===== src/rtl/fifo_pkg.sv =====
// ---------------------------------------------------------------------------
// fifo_pkg
// Shared constants, types and helpers for the parametrised synchronous FIFO.
//
// Contents:
//   DEF_DATA_WIDTH / DEF_DEPTH : default geometry (8-bit words, 16 entries)
//   ptr_width()                : pointer/count width for a given depth,
//                                $clog2(depth)+1 (address bits plus wrap bit)
//   DEF_PTR_W                  : ptr_width() at the default depth
//   fifo_ptr_t                 : pointer layout {wrap, addr} at default depth
// ---------------------------------------------------------------------------
package fifo_pkg;

    localparam int DEF_DATA_WIDTH = 8;
    localparam int DEF_DEPTH      = 16;

    // One extra bit above the address distinguishes "same slot, same lap"
    // (empty) from "same slot, one lap ahead" (full).
    function automatic int ptr_width(input int depth);
        return $clog2(depth) + 1;
    endfunction

    localparam int DEF_PTR_W = ptr_width(DEF_DEPTH);

    // Pointer layout. The top level declares the same {wrap, addr} shape
    // resized to its DEPTH parameter.
    typedef struct packed {
        logic                   wrap;
        logic [DEF_PTR_W-2:0]   addr;
    } fifo_ptr_t;

endpackage : fifo_pkg


===== src/rtl/fifo_ram.sv =====
// ---------------------------------------------------------------------------
// fifo_ram
// DEPTH x DATA_WIDTH storage for fifo_sync_param. One synchronous write
// port and one asynchronous (combinational) read port. Contents are never
// reset; the owning FIFO guarantees stale words are never presented.
//
// Ports:
//   clk_i    : clock, write on rising edge
//   we_i     : write enable
//   waddr_i  : write address
//   wdata_i  : write data
//   raddr_i  : read address
//   rdata_o  : read data, combinational from raddr_i
// ---------------------------------------------------------------------------
module fifo_ram
    import fifo_pkg::*;
#(
    parameter int DATA_WIDTH = DEF_DATA_WIDTH,
    parameter int DEPTH      = DEF_DEPTH
) (
    input  logic                     clk_i,
    input  logic                     we_i,
    input  logic [$clog2(DEPTH)-1:0] waddr_i,
    input  logic [DATA_WIDTH-1:0]    wdata_i,
    input  logic [$clog2(DEPTH)-1:0] raddr_i,
    output logic [DATA_WIDTH-1:0]    rdata_o
);

    logic [DATA_WIDTH-1:0] mem_q [DEPTH];

    always_ff @(posedge clk_i) begin
        if (we_i) begin
            mem_q[waddr_i] <= wdata_i;
        end
    end

    assign rdata_o = mem_q[raddr_i];

endmodule : fifo_ram


===== src/rtl/fifo_sync_param.sv =====
// ---------------------------------------------------------------------------
// fifo_sync_param
// Parametrised single-clock FIFO with occupancy count, programmable
// almost-full / almost-empty thresholds and sticky overflow / underflow
// error flags.
//
// Build option:
//   FIFO_FWFT_EN : when defined, first-word-fall-through read mode -- the
//                  head entry is shown on data_out whenever the FIFO is not
//                  empty and rd_en pops it. When undefined, data_out is a
//                  register loaded by each accepted read (latency 1) and
//                  holds until the next accepted read.
//
// Parameters:
//   DATA_WIDTH : word width in bits (>= 1)
//   DEPTH      : number of entries, power of two, >= 4
//   AF_THRESH  : almost_full when count >= AF_THRESH
//   AE_THRESH  : almost_empty when count <= AE_THRESH
//
// Ports:
//   clk          : clock, rising edge
//   reset_n      : asynchronous active-low reset
//   wr_en        : write request, accepted when not full
//   data_in      : write data, sampled with wr_en
//   rd_en        : read request, accepted when not empty
//   data_out     : read data
//   full         : count == DEPTH            (registered)
//   empty        : count == 0                (registered)
//   almost_full  : count >= AF_THRESH        (registered)
//   almost_empty : count <= AE_THRESH        (registered)
//   count        : occupancy 0..DEPTH        (registered)
//   overflow     : sticky, set by a write request while full
//   underflow    : sticky, set by a read request while empty
//   clr_err      : synchronous clear of overflow / underflow
// ---------------------------------------------------------------------------
module fifo_sync_param
    import fifo_pkg::*;
#(
    parameter int DATA_WIDTH = DEF_DATA_WIDTH,
    parameter int DEPTH      = DEF_DEPTH,
    parameter int AF_THRESH  = DEPTH - 2,
    parameter int AE_THRESH  = 2
) (
    input  logic                         clk,
    input  logic                         reset_n,
    input  logic                         wr_en,
    input  logic [DATA_WIDTH-1:0]        data_in,
    input  logic                         rd_en,
    output logic [DATA_WIDTH-1:0]        data_out,
    output logic                         full,
    output logic                         empty,
    output logic                         almost_full,
    output logic                         almost_empty,
    output logic [ptr_width(DEPTH)-1:0]  count,
    output logic                         overflow,
    output logic                         underflow,
    input  logic                         clr_err
);

    localparam int AW = $clog2(DEPTH);
    localparam int CW = ptr_width(DEPTH);

    typedef struct packed {
        logic          wrap;
        logic [AW-1:0] addr;
    } ptr_t;

    // The whole {wrap, addr} word counts modulo 2*DEPTH, so the address
    // field wraps at DEPTH and the wrap bit toggles once per lap.
    function automatic ptr_t ptr_inc(input ptr_t p);
        return ptr_t'(p + ptr_t'(1));
    endfunction

    ptr_t                  wr_ptr_q, wr_ptr_d;
    ptr_t                  rd_ptr_q, rd_ptr_d;
    logic [CW-1:0]         count_q,  count_d;
    logic                  full_q,   full_d;
    logic                  empty_q,  empty_d;
    logic                  afull_q,  afull_d;
    logic                  aempty_q, aempty_d;
    logic                  ovf_q,    ovf_d;
    logic                  udf_q,    udf_d;

    logic                  wr_acc;
    logic                  rd_acc;
    logic [DATA_WIDTH-1:0] ram_rdata;

    // Acceptance looks only at registered flags, so a read while full
    // frees a slot next cycle but does not let a same-cycle write in.
    assign wr_acc = wr_en & ~full_q;
    assign rd_acc = rd_en & ~empty_q;

    fifo_ram #(
        .DATA_WIDTH (DATA_WIDTH),
        .DEPTH      (DEPTH)
    ) u_ram (
        .clk_i   (clk),
        .we_i    (wr_acc),
        .waddr_i (wr_ptr_q.addr),
        .wdata_i (data_in),
        .raddr_i (rd_ptr_q.addr),
        .rdata_o (ram_rdata)
    );

    always_comb begin
        wr_ptr_d = wr_ptr_q;
        rd_ptr_d = rd_ptr_q;
        count_d  = count_q;

        if (wr_acc) begin
            wr_ptr_d = ptr_inc(wr_ptr_q);
        end
        if (rd_acc) begin
            rd_ptr_d = ptr_inc(rd_ptr_q);
        end

        unique case ({wr_acc, rd_acc})
            2'b10:   count_d = count_q + CW'(1);
            2'b01:   count_d = count_q - CW'(1);
            default: count_d = count_q;
        endcase

        // Flags are decoded from the next count and registered, so they
        // change on the same edge as count and never follow wr_en/rd_en
        // combinationally.
        full_d   = (count_d == CW'(DEPTH));
        empty_d  = (count_d == '0);
        afull_d  = (count_d >= CW'(AF_THRESH));
        aempty_d = (count_d <= CW'(AE_THRESH));

        // A new error event takes priority over a coincident clear.
        ovf_d = (wr_en & full_q)  | (ovf_q & ~clr_err);
        udf_d = (rd_en & empty_q) | (udf_q & ~clr_err);
    end

    always_ff @(posedge clk or negedge reset_n) begin
        if (!reset_n) begin
            wr_ptr_q <= '0;
            rd_ptr_q <= '0;
            count_q  <= '0;
            full_q   <= 1'b0;
            empty_q  <= 1'b1;
            afull_q  <= 1'b0;
            aempty_q <= 1'b1;
            ovf_q    <= 1'b0;
            udf_q    <= 1'b0;
        end else begin
            wr_ptr_q <= wr_ptr_d;
            rd_ptr_q <= rd_ptr_d;
            count_q  <= count_d;
            full_q   <= full_d;
            empty_q  <= empty_d;
            afull_q  <= afull_d;
            aempty_q <= aempty_d;
            ovf_q    <= ovf_d;
            udf_q    <= udf_d;
        end
    end

`ifdef FIFO_FWFT_EN
    // Head entry shown straight from the RAM read port. Forced to zero
    // while empty so a stale slot is never visible (including after reset).
    assign data_out = empty_q ? '0 : ram_rdata;
`else
    logic [DATA_WIDTH-1:0] dout_q, dout_d;

    always_comb begin
        dout_d = dout_q;
        if (rd_acc) begin
            dout_d = ram_rdata;
        end
    end

    always_ff @(posedge clk or negedge reset_n) begin
        if (!reset_n) begin
            dout_q <= '0;
        end else begin
            dout_q <= dout_d;
        end
    end

    assign data_out = dout_q;
`endif

    assign full         = full_q;
    assign empty        = empty_q;
    assign almost_full  = afull_q;
    assign almost_empty = aempty_q;
    assign count        = count_q;
    assign overflow     = ovf_q;
    assign underflow    = udf_q;

endmodule : fifo_sync_param


===== config.mk =====
export PLATFORM = sky130hd
export DESIGN_NAME = fifo_sync_param
export DESIGN_NICKNAME = d
export VERILOG_FILES = /design/src/rtl/fifo_pkg.sv /design/src/rtl/fifo_ram.sv /design/src/rtl/fifo_sync_param.sv
export SDC_FILE = /design/constraint.sdc
export NUM_CORES = 1
export LEC_CHECK = 0
export CORE_ASPECT_RATIO = 2
export CORE_MARGIN = 4
export CORE_UTILIZATION = 64
export DETAILED_ROUTE_END_ITERATION = 7
export PLACE_DENSITY = 0.84
export SLEW_MARGIN = 30
export SYNTH_ARGS = -nofsm -noshare
export SYNTH_HDL_FRONTEND = slang
export SYNTH_HIERARCHICAL = 1
export SYNTH_SLANG_ARGS = --single-unit

===== constraint.sdc =====
create_clock -name clk -period 8.1 [get_ports clk]
set_input_delay 1.215 -clock clk [delete_from_list [all_inputs] [get_ports clk]]
set_output_delay 1.215 -clock clk [all_outputs]
set_load 0.01 [all_outputs]

==> metrics.md <==
| Metric | Value |
|---|---|
| WP buf/inv | 3 |
| Power density cells | 368 nW/um^2 |
| GRT met1 Usage | 23.5% |
| Die area | 11,600 sq um |
| Fin util | 77.0% |
| Internal power | 1800 uW |
| FF/Latch Area | 4530 sq um |
| Crit Path Max Fanout | 15 |
| Critical Path Start | rd_en |
| P_leak | 0.00249 uW |
| Slowest Stage Delay on Critical Path | 0.47 ns |
| Hold crit path type | reg2reg |
| TNS Setup | 0 ns |
| Fin crit share | 44.5% |
| Global-route wire length before repair | 18,300 microns |
| Starting Density | 66.4% |
| Rel. slew slack | 35.1% |
| Clock latency on the worst-skew pair | 0.43 ns |
| CP top delay family | buffers and inverters |
| GP Congestion | 0.870 |
| Outcome | completed |
| Worst-margin pin slew | 0.970 ns |
| GR peak layer | met2 |
| Met2 usage | 39.4% |
| Worst path required time | 8.39 ns |
| Post-route ant nets | 0 |
| Post-DP HPWL | 7990 microns |
| IO Pins | 32 |
| Initial antenna violation count | 0 |
| DRT iter0 DRCs | 328 |
| Clock power frac | 28.7% |
| Buffers on Ports | 31 |
| Nets | 385 |
| Root buffer cell | clkbuf_16 |
| Net Count, Synth | 345 |
| Max VDD drop | 0.000260 V |
| CTS tree | done |
| Mapped Area | 6280 sq um |
| Share of cells above drive strength 1 | 20.7% |
| # resized after CTS | 0 |
| Worst Setup Start Kind | input pin |
| Sequential power share | 42.9% |
| DR vias | 3,264 |
| Met3 usage | 5.55% |
| Synth Warn # | 6 |
| Fmax | 277 MHz |
| Yosys top cell area share | 61.2% |
| RR Startpoint | empty |
| GR Overflow Total | 0 |
| Drt total wl | 12,100 microns |
| Total CTS buffers | 17 |
| CTS clk-pin slew, worst paths | 0.07 ns |
| Post-layout min period | 3.61 ns |
| Post-synth ARST share | 17.4% |
| # Max-Cap Violations | 0 |
| Post-synth top area cell | edfxtp_1 |
| Antenna fix cells | 0 |
| Avg Cell Area, Syn | 19.1 sq um |
| Register area share after synthesis | 72.0% |
| Deepest clock path buffer count | 2 |
| Placed Cells incl. Taps | 479 |
| Layout Cells excl Fill | 511 |
| GRT Util Overall | 22.5% |
| Vias per cell | 6.39 |
| Critical Path Sink Type | register |
| Largest net degree at the start of global routing | 36 |
| Setup CP Type | in2reg |
| Synth Flop Type | edfxtp_1 |
| Layout Skew | 0.00830 ns |
| Hold Vio Cnt, Final | 0 |
| Fillcell total | 484 |
| H-tree depth | 4 |
| Top-count cell post-synth | edfxtp_1 |
| Post-CTS Hold Fix Bufs | 0 |
| Most used cell, CP | xnor2_1 |
| Slowest-stage cell, CP | clkdlybuf4s50_1 |
| Switching pwr | 873 uW |
| Synth top area cells | edfxtp_1, dfrtp_1, mux4_2 |
| Die X | 78.0 microns |
| Die Height | 148 microns |
| Most frequent cells after synthesis | edfxtp_1, dfrtp_1, nand2_1, mux4_2, a22oi_1 |
| Post-CTS Setup Bufs | 0 |
| Tot Pwr | 2680 uW |
| Core area | 9450 sq um |
| CP cell instances | clkdlybuf4s50_1, nor2b_1, buf_4, nand2_4, xnor2_1, ha_1, nand2b_1, or4_1, a31oi_1, xnor2_1, inv_1, a2111oi_0 |
| Worst Path Arrival | 3.90 ns |
| Sw frac | 32.6% |
| Clk sinks | 155 |
| Row cnt | 50 |
| Worst hold start | data_out[7] |
| Max Transition Viols Final | 0 |
| Yosys reg bits | 155 |
| Combinational fraction of design power | 28.4% |
| Final Instance Area | 7280 sq um |
| Placed inst area | 6680 sq um |
| Area grow syn2layout | 16.0% |
| Routed len/inst | 23.6 microns |
| Post-detailed-route DRC marker count | 0 |
| EDFF count, synth | 128 |
| Drt first pass iters | 5 |
| Area of the multi-input gates | 1630 sq um |
| Final setup viols | 0 |
| Vias in the first global route | 3,378 |
| Netlist cell types | 45 |
| Cell count after synthesis | 328 |
| RSZ-0062 raised after global routing | no |
==> registers in the layout, indices dropped and copies added (netlist names), 4 cells and up <==
signal	flops
count	5
data_out	8
rd_ptr_q	4
u_ram/mem_q	128
wr_ptr_q	4
==> final timing paths <==
check                          endpoint  slack (ns)  cells past startpoint
setup / recovery                  empty        4.49                     12
hold / removal              data_out[7]        0.51                      1
setup reg to reg                  empty        5.37                     11
hold reg to reg             data_out[7]        0.51                      1
max in group asynchronous  almost_empty        6.65                      2
min in group asynchronous      count[0]        1.16                      2
==> cell families after synthesis <==
group | synth area share (%)
flops | 72.0
simple gates | 5.30
mux | 14.1
compound gates | 3.71
buf+inv | 2.23
xor+xnor | 1.79
fa+ha+maj | 0.797
==> cells in the final DEF (no fill, tap or decap), types with 4 or more instances in the layout <==
cell	n
edfxtp_1	128
clkdlybuf4s50_1	31
dfrtp_1	24
nand2_1	19
mux4_2	18
clkbuf_16	17
a22oi_1	16
nor2_1	14
mux4_1	14
mux2_2	10
xnor2_1	9
inv_8	6
inv_1	5
buf_4	5
nand2b_1	4
o21ai_0	4
ha_1	4
inv_6	4
==> cell type report <==
cell class | instances | area share, %
clock buffers | 17 | 5.84
inverters | 6 | 0.309
repair buffers | 36 | 4.78
flip-flops and latches | 155 | 62.2
clock inverters | 15 | 2.30
well taps | 130 | 2.23
multi-input cells | 152 | 22.3
==> worst reg2reg max path, cell delays in order (launching register included) <==
cell and delay [ns]:
dfstp_2 0.55, nor2b_1 0.06, buf_4 0.20, nand2_4 0.13, xnor2_1 0.13, ha_1 0.20, nand2b_1 0.08, or4_1 0.40
a31oi_1 0.21, xnor2_1 0.18, inv_1 0.12, a2111oi_0 0.34
==> metrics by stage <==
| stage | hold slack (ns) | worst slack, ns |
|---|---|---|
| floorplan | 0.487 | 4.77 |
| global placement | 0.493 | 4.24 |
| detailed placement | 0.496 | 4.11 |
| CTS | 0.512 | 4.54 |
| global route | 0.532 | 4.29 |
| finish | 0.508 | 4.49 |
==> routing by layer <==
metal | wire length, microns | share of wire (%)
met1 | 4200 | 35
met2 | 6640 | 55
met3 | 588 | 4.9
met4 | 644 | 5.3
met5 | 0 | 0
==> power by group through the flow <==
| stage | clock (uW) | combinational, uW | sequential [uW] |
|---|---|---|---|
| 5_1_grt | 816 | 809 | 1170 |
| 4_1_cts | 778 | 760 | 1150 |
| 6_report | 768 | 761 | 1150 |
| 2_1_floorplan | 0 | 563 | 1100 |
| 3_3_place_gp | 0 | 730 | 1150 |
| 3_5_place_dp | 0 | 753 | 1160 |
Power figures use the tool's default switching activity.
